$ cat src/rtl/psum_collector_pkg.sv
// Shared types for the psum collection path: operating modes, pipeline
// stages, the psum packet carried from the PE array, and ofmap sizes.

`ifndef L1_OFMAP_SIZE
`define L1_OFMAP_SIZE 16
`endif
`ifndef L2_OFMAP_SIZE
`define L2_OFMAP_SIZE 8
`endif
`ifndef L3_OFMAP_SIZE
`define L3_OFMAP_SIZE 4
`endif

package psum_collector_pkg;

    localparam int PSUM_PKT_W = 16;

    typedef enum logic [1:0] {
        MODE1,
        MODE2,
        MODE3,
        MODE4
    } OP_MODE;

    typedef enum logic [1:0] {
        IDLE,
        LOAD,
        CONV,
        DRAIN
    } OP_STAGE;

    typedef struct packed {
        logic [PSUM_PKT_W-1:0] psum;
        logic                  valid;
        logic [1:0]            filter_idx;
    } PSUM_PACKET;

    // Collector is either accepting psums or parked after the last one.
    typedef enum logic {
        ST_COLLECT,
        ST_DONE
    } collect_state_t;

endpackage

$ cat src/rtl/psum_collector_if.sv
// Valid/ack psum handshake between the PE array bottom row (master)
// and the psum collector (slave).

interface psum_collector_if;
    import psum_collector_pkg::*;

    PSUM_PACKET psum_in;
    logic       psum_ack;

    modport master (output psum_in, input psum_ack);
    modport slave  (input psum_in, output psum_ack);

endinterface

$ cat src/rtl/psum_collector_quant.sv
// Combinational psum quantiser: optional ReLU, arithmetic right shift,
// then saturation into the signed OUT_W range.

module psum_quant #(
    parameter int PSUM_W = 16,
    parameter int OUT_W  = 8,
    parameter int SHIFT  = 0
) (
    input  logic signed [PSUM_W-1:0] psum,
    input  logic                     relu_en,
    output logic        [OUT_W-1:0]  q
);

    // Saturation thresholds expressed at psum width so the compare is signed
    // and exact; the minimum is the bitwise complement of the maximum.
    localparam logic signed [PSUM_W-1:0] OUT_MAX = PSUM_W'((1 << (OUT_W - 1)) - 1);
    localparam logic signed [PSUM_W-1:0] OUT_MIN = ~OUT_MAX;
    localparam logic        [OUT_W-1:0]  Q_MAX   = {1'b0, {(OUT_W-1){1'b1}}};
    localparam logic        [OUT_W-1:0]  Q_MIN   = {1'b1, {(OUT_W-1){1'b0}}};

    logic signed [PSUM_W-1:0] rectified;
    logic signed [PSUM_W-1:0] shifted;

    // ReLU happens before the shift so negative values never round toward -1.
    always_comb begin
        rectified = psum;
        if (relu_en && psum[PSUM_W-1]) begin
            rectified = '0;
        end
        shifted = rectified >>> SHIFT;
        if (shifted > OUT_MAX) begin
            q = Q_MAX;
        end else if (shifted < OUT_MIN) begin
            q = Q_MIN;
        end else begin
            q = shifted[OUT_W-1:0];
        end
    end

endmodule

$ cat src/rtl/psum_collector.sv
// Receives psums from the PE array bottom row in (psum_idx, filter_idx)
// order, quantises each one and writes it into the ofmap buffer at
// psum_idx*4+filter_idx. Pulses conv_done once the current mode's ofmap
// has been fully written.

module psum_collector
    import psum_collector_pkg::*;
#(
    parameter int PSUM_W  = 16,
    parameter int OUT_W   = 8,
    parameter int SHIFT   = 0,
    parameter int ADDR_W  = 8,
    parameter int L1_SIZE = `L1_OFMAP_SIZE,
    parameter int L2_SIZE = `L2_OFMAP_SIZE,
    parameter int L3_SIZE = `L3_OFMAP_SIZE
) (
    input  logic              clk,
    input  logic              rst,
    psum_collector_if.slave   psum_bus,
    input  OP_MODE            mode_in,
    input  logic              change_mode,
    input  logic              conv_continue,
    input  OP_STAGE           op_stage_in,
    input  logic              relu_en,
    input  logic              buf_ready,
    output logic              wr_en,
    output logic [ADDR_W-1:0] wr_addr,
    output logic [OUT_W-1:0]  wr_data,
    output logic              conv_done,
    output logic              idx_err
);

    localparam int PIDX_W = ADDR_W - 2;

    OP_MODE               cur_mode;
    collect_state_t       state_q;
    collect_state_t       state_d;
    logic [PIDX_W-1:0]    psum_idx;
    logic [1:0]           filter_idx;
    logic [PIDX_W-1:0]    last_idx;
    logic                 clear;
    logic                 ack;
    logic                 is_last;
    logic                 last_fire;
    logic [OUT_W-1:0]     quant_data;

    assign clear             = change_mode | conv_continue;
    assign is_last           = (filter_idx == 2'd3) && (psum_idx == last_idx);
    assign psum_bus.psum_ack = ack;

    psum_quant #(
        .PSUM_W (PSUM_W),
        .OUT_W  (OUT_W),
        .SHIFT  (SHIFT)
    ) u_quant (
        .psum    (psum_bus.psum_in.psum),
        .relu_en (relu_en),
        .q       (quant_data)
    );

    // Last psum index of the ofmap for the mode currently loaded.
    always_comb begin
        last_idx = PIDX_W'(L3_SIZE - 1);
        case (cur_mode)
            MODE1, MODE2: last_idx = PIDX_W'(L1_SIZE - 1);
            MODE3:        last_idx = PIDX_W'(L2_SIZE - 1);
            default:      last_idx = PIDX_W'(L3_SIZE - 1);
        endcase
    end

    // Accept decision and collect/done transitions; a clear or reset cycle
    // never acks so a stray packet cannot slip in while counters drop.
    always_comb begin
        state_d = state_q;
        ack     = 1'b0;
        if (!rst && !clear) begin
            case (state_q)
                ST_COLLECT: begin
                    ack = psum_bus.psum_in.valid & buf_ready & (op_stage_in == CONV);
                    if (ack && is_last) begin
                        state_d = ST_DONE;
                    end
                end
                default: begin
                    ack = 1'b0;
                end
            endcase
        end
        if (clear) begin
            state_d = ST_COLLECT;
        end
    end

    // Collector state register.
    always_ff @(posedge clk) begin
        if (rst) begin
            state_q <= ST_COLLECT;
        end else begin
            state_q <= state_d;
        end
    end

    // Mode register, only loaded on an explicit mode change.
    always_ff @(posedge clk) begin
        if (rst) begin
            cur_mode <= MODE1;
        end else if (change_mode) begin
            cur_mode <= mode_in;
        end
    end

    // Position counters: filter index wraps every four psums and carries into psum_idx.
    always_ff @(posedge clk) begin
        if (rst || clear) begin
            psum_idx   <= '0;
            filter_idx <= '0;
        end else if (ack) begin
            filter_idx <= filter_idx + 2'd1;
            if (filter_idx == 2'd3) begin
                psum_idx <= psum_idx + PIDX_W'(1);
            end
        end
    end

    // Sticky flag for packets whose filter index disagrees with our count.
    always_ff @(posedge clk) begin
        if (rst || clear) begin
            idx_err <= 1'b0;
        end else if (ack && (psum_bus.psum_in.filter_idx != filter_idx)) begin
            idx_err <= 1'b1;
        end
    end

    // conv_done trails the final write by one cycle and is dropped by a clear.
    always_ff @(posedge clk) begin
        if (rst) begin
            last_fire <= 1'b0;
            conv_done <= 1'b0;
        end else begin
            last_fire <= ack & is_last & ~clear;
            conv_done <= last_fire & ~clear;
        end
    end

    // Registered buffer write; address and data hold when nothing is accepted.
    always_ff @(posedge clk) begin
        if (rst) begin
            wr_en   <= 1'b0;
            wr_addr <= '0;
            wr_data <= '0;
        end else begin
            wr_en <= ack;
            if (ack) begin
                wr_addr <= {psum_idx, filter_idx};
                wr_data <= quant_data;
            end
        end
    end

endmodule

$ cat src/flat_wrapper.sv
// flat-port wrapper written by rule: the top's interface ports become plain ports
module psum_collector_flat import psum_collector_pkg::*;
#(
    parameter int PSUM_W  = 16,
    parameter int OUT_W   = 8,
    parameter int SHIFT   = 0,
    parameter int ADDR_W  = 8,
    parameter int L1_SIZE = `L1_OFMAP_SIZE,
    parameter int L2_SIZE = `L2_OFMAP_SIZE,
    parameter int L3_SIZE = `L3_OFMAP_SIZE
)
  (clk, rst, mode_in, change_mode, conv_continue, op_stage_in, relu_en, buf_ready, wr_en, wr_addr, wr_data, conv_done, idx_err, psum_bus_psum_in, psum_bus_psum_ack);
  psum_collector_if psum_bus_i ();
  input  logic clk;
  input  logic rst;
  input  OP_MODE mode_in;
  input  logic change_mode;
  input  logic conv_continue;
  input  OP_STAGE op_stage_in;
  input  logic relu_en;
  input  logic buf_ready;
  output logic wr_en;
  output logic [ADDR_W-1:0] wr_addr;
  output logic [OUT_W-1:0] wr_data;
  output logic conv_done;
  output logic idx_err;
  input wire logic [$bits(psum_bus_i.psum_in)-1:0] psum_bus_psum_in;
  output wire logic [$bits(psum_bus_i.psum_ack)-1:0] psum_bus_psum_ack;
  assign psum_bus_i.psum_in = psum_bus_psum_in;
  assign psum_bus_psum_ack = psum_bus_i.psum_ack;
  psum_collector #(.PSUM_W(PSUM_W), .OUT_W(OUT_W), .SHIFT(SHIFT), .ADDR_W(ADDR_W), .L1_SIZE(L1_SIZE), .L2_SIZE(L2_SIZE), .L3_SIZE(L3_SIZE)) u_core (.clk(clk), .rst(rst), .psum_bus(psum_bus_i), .mode_in(mode_in), .change_mode(change_mode), .conv_continue(conv_continue), .op_stage_in(op_stage_in), .relu_en(relu_en), .buf_ready(buf_ready), .wr_en(wr_en), .wr_addr(wr_addr), .wr_data(wr_data), .conv_done(conv_done), .idx_err(idx_err));
endmodule
$ cat config.mk
export PLATFORM = sky130hd
export DESIGN_NAME = psum_collector_flat
export DESIGN_NICKNAME = d
export VERILOG_FILES = /design/src/rtl/psum_collector_pkg.sv /design/src/rtl/psum_collector_if.sv /design/src/rtl/psum_collector_quant.sv /design/src/rtl/psum_collector.sv /design/src/flat_wrapper.sv
export SDC_FILE = /design/constraint.sdc
export NUM_CORES = 1
export LEC_CHECK = 0
export CORE_MARGIN = 5
export CORE_UTILIZATION = 34
export CTS_BUF_LIST = sky130_fd_sc_hd__clkbuf_8
export DETAILED_ROUTE_END_ITERATION = 7
export HOLD_SLACK_MARGIN = 0.15
export PLACE_DENSITY = 0.67
export SYNTH_ARGS = -nofsm -noshare
export SYNTH_HDL_FRONTEND = slang
export SYNTH_SLANG_ARGS = --single-unit
$ cat constraint.sdc
create_clock -name clk -period 1.8 [get_ports clk]
set_input_delay 0.36 -clock clk [delete_from_list [all_inputs] [get_ports clk]]
set_output_delay 0.36 -clock clk [all_outputs]
set_load 0.03 [all_outputs]
==> metrics, run 1 <==
Leakage 0.758 nW; IO buf count 48; final WL 3430 um; fmax 577 MHz; fin crit share about 96%; # IOs 49; Worst Hold Class reg2reg; Avg Inst Size Synth between 8 and 9 um2; biggest cell delay along the critical path 0.44 ns; Post-Layout Inst Area between 2000 and 2500 um2; final setup fails 0; # diodes 0; final hold viol count 0; Synth Area in Compound Gates 12.8%; unrepaired setup endpoints after global routing no; Clock Root Buffer clkbuf_8; Reg clk slew, reported paths 0.06 ns; sequential area share after synthesis between 40% and 50%; Fillers around 360; Die Ht between 70 and 80 um; sw frac around a fifth; Power Density 761 nW/um2; DRT Pass-1 Iters 4; Sequential cell area 621 um2; Simple-Gate Fraction of Synth Area 28.2%; Final WS setup 0.0665 ns; initial antenna violation count 0; measured slew at the worst slew-check pin 0.330 ns; hold buffers post-CTS 0; Startpoint Class primary input; Synth area leader dfxtp_1; total grt overflow 0; CP max FO 4; HPWL after DPL 2680 um; Global Route Usage Sum about 14%; Skew-Pair Late Insertion Delay 0.29 ns; fraction of final layout cells sized beyond drive strength 1 13.5%; Post-Synth Adder-Cell Area 1.97%; largest net degree at the start of global routing 21; Max Clock Skew 0.00359 ns; row count 22; Final ANT Viol Nets 0; Area after DPL 1880 um2; FF+latch count, synth 31; YS warnings 0; crit path cell chain clkdlybuf4s50_1 -> and4b_2 -> nand2_2 -> inv_2 -> buf_6; Mapped Cells between 150 and 200; syn nets about 180; combinational share of power 8.5%; drt wl/cell 13.0 um; Vias 1246; NetSw 0.311 mW; leading cell types in the layout, fill and taps excluded 44 x clkdlybuf4s50_1, 36 x nand2_1, 31 x dfxtp_1; Util after Layout 55.3%; DR iter-0 viols 19; Core Footprint roughly 3600 um2; H-Tree Depth 2; Netlist cell types 31; global-route wire length before repair 5690 um; Yosys top cell area share between 40% and 50%; vias in the first global route approximately 1300; max_slew headroom 77.9%; Initial Util 34.9%; Synth Area in XOR/XNOR 3.45%; top post-synthesis cells by area dfxtp_1 49%, nand2_1 11%, a21oi_1 8.7%, nor2_1 4.7%, xnor2_1 2.1%; Clock Power Share 46.2%; crit end category primary output; CTS sink cnt 31; commonest non-fill, non-tap cell in the layout clkdlybuf4s50_1; Worst path slowest cell clkdlybuf4s50_1; Mapped Area 1270 um2; Die W 71.1 um; WS Path Type in2out; crit path DAT 1.37 ns; CTS buffer count 5; status completed; Final Hold Slack between 0.4 and 0.5 ns; Final Max Slew Viols 0; area of the multi-input gates 611 um2; synth-to-layout area growth 58.5%; via/cell ratio 4.74; Int Pwr 1.22 mW; CP required 1.44 ns; DRC 0; GP Congestion 0.891; Die Area 5050 um2; mux cell area share after synthesis 1.58%; Tmin final 1.73 ns; CTS max path bufs 2; share of power burned in registers 45.3%; largest family of logic cells by synthesized area simple AND/OR/NAND/NOR gates; max-cap violations 0; Setup WS pre-CTS -0.232 ns; nets 245; VDD IR max 0.000382 V; CTS tree yes
==> layout make-up <==
cell class	count	area share (%)
Multi-Input combinational cell	111	30.4
Tap cell	48	2.99
Sequential cell	31	30.9
Clock buffer	6	4.11
Inverter	2	0.373
Timing Repair Buffer	63	29.6
Clock inverter	2	1.74
==> layer usage <==
metal	vias to the layer above	GRT usage (%)	share of wire, %
li1	645	-	-
met1	557	15.5	42
met2	36	24.4	50
met3	8	4.83	5.1
met4	0	8.14	2.5
met5	-	0	0
==> sequential cells by signal, indices dropped and copies added (netlist names) <==
signal	flops
u_core.conv_done	1
u_core.cur_mode	2
u_core.filter_idx	2
u_core.idx_err	1
u_core.last_fire	1
u_core.psum_idx	6
u_core.state_q	1
u_core.wr_addr	8
u_core.wr_data	8
u_core.wr_en	1
==> synth_stat cells <==
master and number:
xor2_1 2, mux2i_1 2, nor2_1 16, nand3_1 4, o211ai_1 1, o31ai_1 1
nor3_1 1, or4_1 3, inv_1 2, clkbuf_1 3, nand2_2 1, nand4bb_1 1
nor4_1 2, nand3b_1 1, and2_1 1, nor4_4 1, nand2_1 36, and3b_1 1
ha_1 2, clkbuf_2 2, o2111ai_1 1, xnor2_1 3, dfxtp_1 31, a21oi_1 22
o32ai_2 1, buf_2 2, o21bai_1 1, nand4_1 3, and4b_1 1, or3_1 2
o21ai_1 1
==> through the flow <==
stage | setup TNS [ns] | power (mW) | cells
finish | 0 | 1.53 | 263
global route | 0 | 1.59 | 263
CTS | 0 | 1.56 | 263
detailed placement | -3.53 | 0.840 | 254
global placement | -2.53 | 0.836 | 254
floorplan | 0 | 0.746 | 151
==> timing repair <==
item,CTS,global route
setup endpoints to repair,1,1
pin swaps,2,1
gates resized for setup,3,3
setup buffers,1,0
==> power groups by stage <==
stage / clock, mW / sequential (mW) / combinational [mW]
3_5_place_dp: 0 / 0.708 / 0.131
5_1_grt: 0.757 / 0.693 / 0.140
4_1_cts: 0.732 / 0.693 / 0.131
6_report: 0.708 / 0.693 / 0.130
2_1_floorplan: 0 / 0.711 / 0.0346
3_3_place_gp: 0 / 0.708 / 0.128
==> critical path, delay by kind of cell <==
family	cells	cell delay, ns
buffers and inverters	3	0.66
and+or+nand+nor	2	0.35
==> path summary, 6_finish.rpt <==
| kind | slack, ns | cells after the start | endpoint | start |
|---|---|---|---|---|
| hold reg to reg | 0.42 | 1 | u_core.conv_done | u_core.last_fire |
| hold / removal | 0.42 | 1 | u_core.conv_done | u_core.last_fire |
| setup / recovery | 0.07 | 5 | psum_bus_psum_ack | op_stage_in[1] |
| setup reg to reg | 0.28 | 4 | u_core.psum_idx[5] | u_core.state_q |
==> cells by family (layout without fill, tap and decap cells) <==
logic type / after synthesis / after routing
simple gates: 74 / 74
fa+ha+maj: 2 / 2
flops: 31 / 31
buf+inv: 9 / 73
xor+xnor: 5 / 5
compound gates: 28 / 28
mux: 2 / 2
(Power assumes the default switching activity.)
==> run 2, diff against run 1 <==
Settings changed: CORE_UTILIZATION 34 to 45, PLACE_DENSITY 0.67 to 0.84.
==> run 2 against run 1 <==
Sequential cell count unchanged. Combinational power hardly changed. Non-clock buffer count did not move. Largest power group is now sequential cells. Highest routed layer unchanged.
==> metrics, run 2 (synthesized netlist as in run 1, its figures left out) <==
DRC 0 (unchanged); largest net degree at the start of global routing 21 (unchanged); Global Route Usage Sum 18.7% (was 14.4%); Final Max Slew Viols 0 (unchanged); final hold viol count 0 (unchanged); fmax 567 MHz (was 577 MHz); max_slew headroom 77.5% (was 77.9%); dpl cells 236 (was 254); Final Hold Slack 0.372 ns (was 0.425 ns); final non-filler cell total 246 (was 263); Max Clock Skew 0.00479 ns (was 0.00359 ns); commonest non-fill, non-tap cell in the layout clkdlybuf4s50_1 (unchanged); crit path DAT 1.40 ns (was 1.37 ns); IO buf count 48 (unchanged); kind of cell adding the most delay to the critical path buffers and inverters (unchanged); biggest regs u_core.wr_addr x8, u_core.wr_data x8, u_core.psum_idx x6 (unchanged); # IOs 49 (unchanged); crit end category primary output (unchanged); CP required 1.44 ns (about the same); crit path cell chain clkdlybuf4s50_1 -> and4b_2 -> nand2_2 -> inv_1 -> buf_4 (was clkdlybuf4s50_1 -> and4b_2 -> nand2_2 -> inv_2 -> buf_6); initial antenna violation count 0 (unchanged); GP Congestion 0.818 (was 0.891); synth-to-layout area growth 53.4% (was 58.5%); Tmin final 1.76 ns (was 1.73 ns); CTS tree yes (unchanged); global-route wire length before repair 5900 um (was 5690 um); WS Path Type in2out (unchanged); H-Tree Depth 2 (unchanged); Vias 1304 (was 1246); Die Ht 63.1 um (was 71.1 um); Worst Hold Class in2reg (was reg2reg); biggest cell delay along the critical path 0.45 ns (was 0.44 ns); Worst path slowest cell clkdlybuf4s50_1 (unchanged); final setup fails 0 (unchanged); final WL 3440 um (was 3430 um); Reg clk slew, reported paths 0.06 ns (about the same); status completed (unchanged); Util after Layout 71.2% (was 55.3%); nets 245 (unchanged); drt wl/cell 14.0 um (was 13.0 um); VDD IR max 0.000587 V (was 0.000382 V); DRT Pass-1 Iters 4 (unchanged); Final ANT Viol Nets 0 (unchanged); max-cap violations 0 (unchanged); via/cell ratio 5.30 (was 4.74); fraction of final layout cells sized beyond drive strength 1 12.6% (was 13.5%); Die Area 3980 um2 (was 5050 um2); CP max FO 3 (was 4); Skew-Pair Late Insertion Delay 0.28 ns (was 0.29 ns); CTS sink cnt 31 (unchanged); vias in the first global route 1298 (was 1270); Power Density 682 nW/um2 (was 761 nW/um2); CTS buffer count 5 (unchanged); Die W 63.1 um (was 71.1 um); Worst Path Buf+Inv 3 (unchanged); Initial Util 46.4% (was 34.9%); Core Footprint 2730 um2 (was 3630 um2); Leakage 0.749 nW (was 0.758 nW); total grt overflow 0 (unchanged); # diodes 0 (unchanged); DR iter-0 viols 77 (was 19); Startpoint Class primary input (unchanged); row count 19 (was 22); HPWL after DPL 2610 um (was 2680 um); fin crit share 98.0% (was 96.3%); leading cell types in the layout, fill and taps excluded 44 x clkdlybuf4s50_1, 36 x nand2_1, 31 x dfxtp_1 (unchanged); measured slew at the worst slew-check pin 0.336 ns (was 0.330 ns); CTS max path bufs 2 (unchanged); Clock Root Buffer clkbuf_8 (unchanged)
run 2: area by class of cell:
cell class                      instances  area [um2]
Sequential cell                        31         621
Timing Repair Buffer                   63         587
Multi-Input combinational cell        111         611
Inverter                                2        7.51
Clock buffer                            5        68.8
Fill cell                             211         788
Tap cell                               31        38.8
Clock inverter                          3        12.5
run 2: power breakdown:
group	leakage, nW	internal [mW]	total [mW]	switching, mW
clock network	0.0505	0.259	0.506	0.247
logic	0.449	0.0806	0.128	0.0474
registers	0.250	0.690	0.693	0.00291
total	0.749	1.03	1.33	0.297
run 2: what timing repair did:
| action | 4_1_cts | 5_1_grt |
|---|---|---|
| gates resized for setup | 2 | 4 |
| hold buffers | 0 | 0 |
| endpoints found under the setup margin | 1 | 3 |
| pin swaps | 1 | 2 |
| setup buffers | 1 | 1 |
run 2: final timing paths:
| kind | from | to | depth (start not counted) | slack, ns |
|---|---|---|---|---|
| worst max-delay path | op_stage_in[1] | psum_bus_psum_ack | 5 | 0.04 |
| worst min register to register | u_core.last_fire | u_core.conv_done | 1 | 0.43 |
| worst min-delay path | rst | u_core.cur_mode[1] | 2 | 0.37 |
| worst max register to register | u_core.state_q | u_core.psum_idx[4] | 6 | 0.18 |
run 2: worst register-to-register path, cell delays in order, from the launching register on:
cell and delay, ns:
dfxtp_1 0.34, nor4_4 0.33, buf_4 0.16, buf_4 0.10, nand4_1 0.11, or4_1 0.43
o21ai_1 0.08
run 2: through the flow:
step                      TNS [ns]  setup slack [ns]  cell area [um2]  power (mW)
after global placement       -2.29            -0.192             1850       0.832
after CTS                        0           0.00586             1940        1.34
after detailed placement     -3.84            -0.269             1850       0.836
after global routing      -0.00231          -0.00231             1950        1.40
final                            0            0.0351             1950        1.33
after floorplan                  0             0.216             1270       0.746
run 2: routing by layer:
layer  up-vias  GRT usage, %  part of all wire (%)
li1        647             -                     -
met1       601          20.0                    39
met2        47          31.7                    53
met3         9          6.39                   5.9
met4         0          10.6                   2.9
met5         -             0                     0
==> run 3, diff against run 2 <==
Settings changed: TNS_END_PERCENT set to 1.
==> results of run 3 <==
Final layout, timing and power as in run 2 (identical DEF).
